<file path="config.mk">
export PLATFORM = sky130hd
export DESIGN_NAME = chan_spim_tx
export DESIGN_NICKNAME = d
export VERILOG_FILES = /design/src/rtl/chan_spi_pkg.sv /design/src/rtl/spim_frame_engine.sv /design/src/rtl/chan_spim_tx.sv
export SDC_FILE = /design/constraint.sdc
export NUM_CORES = 1
export LEC_CHECK = 0
export ABC_AREA = 0
export BUFFER_PORTS_ARGS = -buffer_cell sky130_fd_sc_hd__buf_2
export CAP_MARGIN = 20
export CORE_ASPECT_RATIO = 0.9
export CORE_MARGIN = 1
export CORE_UTILIZATION = 38
export DETAILED_ROUTE_END_ITERATION = 12
export GPL_TIMING_DRIVEN = 0
export PLACE_DENSITY = 0.66
export SLEW_MARGIN = 5
export SYNTH_ARGS = -nofsm -noshare
export SYNTH_HDL_FRONTEND = slang
export SYNTH_SLANG_ARGS = --single-unit
</file>
<file path="constraint.sdc">
create_clock -name clk -period 2 [get_ports clk]
set_input_delay 0.4 -clock clk [delete_from_list [all_inputs] [get_ports clk]]
set_output_delay 0.4 -clock clk [all_outputs]
set_load 0.02 [all_outputs]
</file>
<file path="src/rtl/chan_spi_pkg.sv">
// chan_spi_pkg: shared widths, frame-engine states and frame packing for the 16-channel SPI link
package chan_spi_pkg;
  localparam int CHAN_W = 4;
  localparam int DATA_W = 12;
  localparam int FRAME_W = 16;
  typedef enum logic [1:0] {IDLE, SETUP, SHIFT, GAP} spim_state_t;
  function automatic logic [FRAME_W-1:0] pack_frame(input logic [CHAN_W-1:0] chan, input logic [DATA_W-1:0] data);
    return {chan, data};
  endfunction
endpackage

</file>
<file path="src/rtl/spim_frame_engine.sv">
// spim_frame_engine: SETUP/SHIFT/GAP sequencer that serialises one 16-bit word MSB first per start
module spim_frame_engine
  import chan_spi_pkg::*;
#(
  parameter int CLK_DIV = 4,
  parameter int CS_GAP  = 8
) (
  input  logic               clk,
  input  logic               reset_n,
  input  logic               start,
  input  logic [FRAME_W-1:0] word,
  output logic               idle,
  output logic               busy,
  output logic               done,
  output logic               scs_n,
  output logic               sclk,
  output logic               sdat
);
  localparam int HW = $clog2(CLK_DIV + 1);
  localparam int GW = $clog2(CS_GAP + 1);
  spim_state_t state_q, state_d;
  logic [HW-1:0] half_q, half_d;
  logic [GW-1:0] gap_q, gap_d;
  logic [4:0] bit_q, bit_d;
  logic hi_q, hi_d;
  logic [FRAME_W-1:0] sh_q, sh_d;
  logic half_end, gap_end;
  assign half_end = half_q == HW'(CLK_DIV - 1);
  assign gap_end = gap_q == GW'(CS_GAP - 1);
  always_comb begin
    state_d = state_q;
    half_d = half_q;
    gap_d = gap_q;
    bit_d = bit_q;
    hi_d = hi_q;
    sh_d = sh_q;
    case (state_q)
      IDLE: if (start) begin
        state_d = SETUP;
        sh_d = word;
        half_d = '0;
      end
      SETUP: begin
        half_d = half_end ? '0 : half_q + 1'b1;
        if (half_end) begin
          state_d = SHIFT;
          hi_d = 1'b1;
          bit_d = '0;
        end
      end
      SHIFT: begin
        half_d = half_end ? '0 : half_q + 1'b1;
        if (half_end) begin
          hi_d = !hi_q;
          if (!hi_q && bit_q == 5'd15) begin
            state_d = GAP;
            gap_d = '0;
          end else if (!hi_q) begin
            bit_d = bit_q + 1'b1;
            sh_d = {sh_q[FRAME_W-2:0], 1'b0};
          end
        end
      end
      GAP: begin
        gap_d = gap_end ? '0 : gap_q + 1'b1;
        if (gap_end) state_d = IDLE;
      end
      default: state_d = IDLE;
    endcase
  end
  always_ff @(posedge clk) begin
    if (!reset_n) begin
      state_q <= IDLE;
      half_q <= '0;
      gap_q <= '0;
      bit_q <= '0;
      hi_q <= 1'b0;
      sh_q <= '0;
    end else begin
      state_q <= state_d;
      half_q <= half_d;
      gap_q <= gap_d;
      bit_q <= bit_d;
      hi_q <= hi_d;
      sh_q <= sh_d;
    end
  end
  assign idle = state_q == IDLE;
  assign busy = !idle;
  assign done = state_q == GAP && gap_end;
  assign scs_n = !(state_q == SETUP || state_q == SHIFT);
  assign sclk = state_q == SHIFT && hi_q;
  assign sdat = !scs_n && sh_q[FRAME_W-1];
endmodule

</file>
<file path="src/rtl/chan_spim_tx.sv">
// chan_spim_tx: SPI master for the 16-channel register link; CHAN_SPIM_AUTOSCAN_EN adds shadow-file autoscan
module chan_spim_tx
  import chan_spi_pkg::*;
#(
  parameter int CLK_DIV = 4,
  parameter int CS_GAP  = 8
) (
  input  logic              clk,
  input  logic              reset_n,
  input  logic              wr_valid,
  output logic              wr_ready,
  input  logic [CHAN_W-1:0] wr_chan,
  input  logic [DATA_W-1:0] wr_data,
  output logic              busy,
  output logic              frame_done,
  output logic              scs_n,
  output logic              sclk,
  output logic              sdat
);
  logic start, idle;
  logic [FRAME_W-1:0] word;
`ifdef CHAN_SPIM_AUTOSCAN_EN
  logic [DATA_W-1:0] shadow_q [16];
  logic [DATA_W-1:0] shadow_d [16];
  logic [15:0] pend_q, pend_d;
  logic [CHAN_W-1:0] ptr_q, ptr_d, sel;
  always_comb begin
    sel = ptr_q;
    for (int i = 15; i >= 0; i--) if (pend_q[i]) sel = CHAN_W'(i);
    shadow_d = shadow_q;
    pend_d = pend_q;
    ptr_d = ptr_q;
    if (idle && |pend_q) pend_d[sel] = 1'b0;
    if (idle && !(|pend_q)) ptr_d = ptr_q + 1'b1;
    // a same-cycle write re-arms the pending bit after the clear above
    if (wr_valid) begin
      shadow_d[wr_chan] = wr_data;
      pend_d[wr_chan] = 1'b1;
    end
  end
  always_ff @(posedge clk) begin
    if (!reset_n) begin
      shadow_q <= '{default: '0};
      pend_q <= '0;
      ptr_q <= '0;
    end else begin
      shadow_q <= shadow_d;
      pend_q <= pend_d;
      ptr_q <= ptr_d;
    end
  end
  assign start = 1'b1;
  assign word = pack_frame(sel, shadow_q[sel]);
  assign wr_ready = 1'b1;
`else
  assign start = wr_valid;
  assign word = pack_frame(wr_chan, wr_data);
  assign wr_ready = idle;
`endif
  spim_frame_engine #(.CLK_DIV(CLK_DIV), .CS_GAP(CS_GAP)) u_eng (
    .clk(clk),
    .reset_n(reset_n),
    .start(start),
    .word(word),
    .idle(idle),
    .busy(busy),
    .done(frame_done),
    .scs_n(scs_n),
    .sclk(sclk),
    .sdat(sdat)
  );
endmodule
</file>
==> results_dict.tcl <==
set metrics [dict create \
    fin_util_pct 51.6 \
    dp.cells 267 \
    ir_drop_v 0.000596 \
    grt.overflow.total 0 \
    insertion_delay_ns 0.28 \
    pwr-share-seq_pct 31.4 \
    nets 251 \
    synth_seq_cells 31 \
    first_iter_violations 104 \
    wl_per_cell_um 13.5 \
    htreeDepth 2 \
    synth_top_area_share_pct 36.4 \
    max_freq_mhz 486 \
    start_util_pct 40.7 \
    violations "setup timing" \
    grt_pass1_wl_um 6490 \
    finalHoldViolCount 0 \
    clockBufferDepth 2 \
    postSynthNetCount 211 \
    synth_cell_types 38 \
    cellLeakagePower_uw 0.000833 \
    outcome "finished, violations left" \
    gp_congestion 0.801 \
    cts_inserted_buffers 5 \
    synthToLayoutAreaGrowth_pct 26.7 \
    required_ns 2.17 \
    crit_arrival_ns 2.22 \
    die_height_um 65.5 \
    via_per_inst 5.28 \
    n_antenna_cell 0 \
    startpoint_type "flop" \
    finalMaxSlewViolations 0 \
    ys_seq_area_share_pct 36.4 \
    powerDensity_mw_per_mm2 1370 \
    cts-root-buf "clkbuf_8" \
    io_pins 25 \
    port_buffers 24 \
    drc 0 \
    cp_max_fo 6 \
    grt_use_total_pct 17.8 \
    yosysWarnings 0 \
    first_global_vias 1404 \
    power_switching_uw 1220 \
    syn_area_mm2 0.00170 \
    die_w_um 72.6 \
    first_pass_iters 4 \
    p_int_uw 1740 \
    synth_area_per_cell_um2 9.31 \
    cts_tree "done" \
    postRouteAntennaNets 0 \
    maxCapViolations 0 \
    dp_hpwl_um 2580 \
    die-area_mm2 0.00475 \
    max_slew.worst_pin.slew_ns 0.700 \
    min_path_type "primary input to flop" \
    setup_slack_ns -0.0572 \
    antenna_found_initial 0 \
    cts.reportedPaths.clkPinSlew_ns 0.06 \
    clock_sinks 31 \
    fin_crit_ns 2.06 \
    comb_power_share_pct 52.5 \
    final_cell_count_no_fill 284 \
    yosys_most_used_dff "dfxtp_1" \
    clock_skew_ns 0.00416 \
    drt-total-wl_um 3840 \
    drive_gt1_share_pct 35.3 \
    core_area_mm2 0.00418 \
    yosysTopAreaCell "dfxtp_1" \
    synth_edf_count 0 \
    synthTopCellsByCount "31 x dfxtp_1, 22 x mux2i_1, 19 x nor2_1, 16 x nand2_1, 13 x a211oi_2" \
    post_synth_inst_count 183 \
    synthTopCellsByArea "dfxtp_1 36%, mux2i_1 13%, a211oi_2 9.6%" \
    grt_max_degree 11 \
    power.clock.fraction_pct 16.1 \
    post-route-period-util_pct 103 \
    synth-async-reset-ratio_pct 0 \
    relSlewSlack_pct 53.4 \
    rsz0062_at_grt "true" \
    num_rows 22 \
    vias 1499 \
    setup_viol 16 \
    synth_most_common_cell "dfxtp_1" \
    critPathKind "flop to flop" \
    worst_setup_path_end_kind "flop" \
    switching_share_pct 41.3 \
]
==> flip-flops by register name (all words and copies together), names as in the netlist <==
register	cells
u_eng.sh_q	16
u_eng.bit_q	5
u_eng.gap_q	4
u_eng.half_q	3
u_eng.state_q	2
u_eng.hi_q	1
==> routing by layer <==
metal	routed length (um)	share of wire, %	track usage (%)	up-vias
met4	28	0.73	7.35	0
met3	134	3.5	3.68	3
met5	0	0	0	-
li1	-	-	-	737
met1	1820	47	24.0	730
met2	1850	48	27.7	29
==> power by group through the flow <==
| stage | clock network (uW) | logic [uW] | registers, uW |
|---|---|---|---|
| 2_1_floorplan | 0 | 1050 | 897 |
| 3_3_place_gp | 0 | 1310 | 921 |
| 3_5_place_dp | 0 | 1330 | 926 |
| 4_1_cts | 490 | 1530 | 925 |
| 5_1_grt | 519 | 1700 | 953 |
| 6_report | 478 | 1550 | 930 |
==> stage by stage <==
| stage | hold WS, ns | TNS, ns | setup WS [ns] | total power [uW] | area [um2] |
|---|---|---|---|---|---|
| floorplan | 0.423 | 0 | 0.0107 | 1950 | 1710 |
| global placement | 0.440 | -2.02 | -0.161 | 2230 | 1900 |
| detailed placement | 0.443 | -2.09 | -0.170 | 2250 | 1900 |
| CTS | 0.384 | -1.53 | -0.123 | 2940 | 2130 |
| global route | 0.412 | -1.45 | -0.117 | 3170 | 2160 |
| finish | 0.417 | -0.517 | -0.0572 | 2960 | 2160 |
==> repair_timing <==
action	in CTS	in global routing
hold buffers	0	0
gates cloned	1	0
pin swaps	15	10
hold endpoints to repair	0	0
resized for setup	25	8
setup buffers	6	2
setup endpoints to repair	19	19
==> cells by family after synthesis <==
family / after synthesis / synth area share [%]
buffers and inverters: 21 / 6.02
and+or+nand+nor: 61 / 17.8
muxes: 22 / 12.9
AOI/OAI and AO/OA: 39 / 20.2
adders and majority gates: 9 / 6.61
DFF: 31 / 36.4
==> layout by cell type (no fill, tap or decap), drive strengths merged, types with 2 or more instances in the layout <==
| cell type | n |
|---|---|
| buf | 41 |
| dfxtp | 31 |
| mux2i | 22 |
| nor2 | 19 |
| nand2 | 16 |
| a211oi | 15 |
| clkbuf | 11 |
| inv | 9 |
| ha | 9 |
| nand2b | 6 |
| a21oi | 6 |
| o21ai | 6 |
| nand3 | 4 |
| nand4 | 4 |
| and2 | 3 |
| nand4b | 2 |
| or3 | 2 |
| o221ai | 2 |
| o22ai | 2 |
==> worst paths after layout <==
kind	end	from	cells past startpoint	slack, ns
worst max-delay path	u_eng.sh_q[2]	u_eng.bit_q[0]	8	-0.06
worst max register to register	u_eng.sh_q[2]	u_eng.bit_q[0]	8	-0.06
worst min-delay path	u_eng.sh_q[0]	wr_data[0]	3	0.42
worst min register to register	u_eng.half_q[2]	u_eng.half_q[2]	2	0.45
==> layout make-up <==
| cell class | instances | area, um2 |
|---|---|---|
| Buffer | 12 | 91.3 |
| Clock buffer | 7 | 76.3 |
| Clock inverter | 1 | 5.00 |
| Fill cell | 413 | 2030 |
| Inverter | 9 | 33.8 |
| Multi-Input combinational cell | 131 | 1040 |
| Sequential cell | 31 | 626 |
| Tap cell | 60 | 75.1 |
| Timing Repair Buffer | 33 | 208 |
==> worst max-delay path: stages, from the launching register on <==
cell	delay, ns
dfxtp_2	0.34
ha_4	0.16
and3_4	0.18
ha_4	0.16
or4b_4	0.49
a21oi_4	0.25
buf_6	0.18
buf_12	0.12
a211oi_2	0.06
Note: power is estimated with default switching activity, not from simulation.
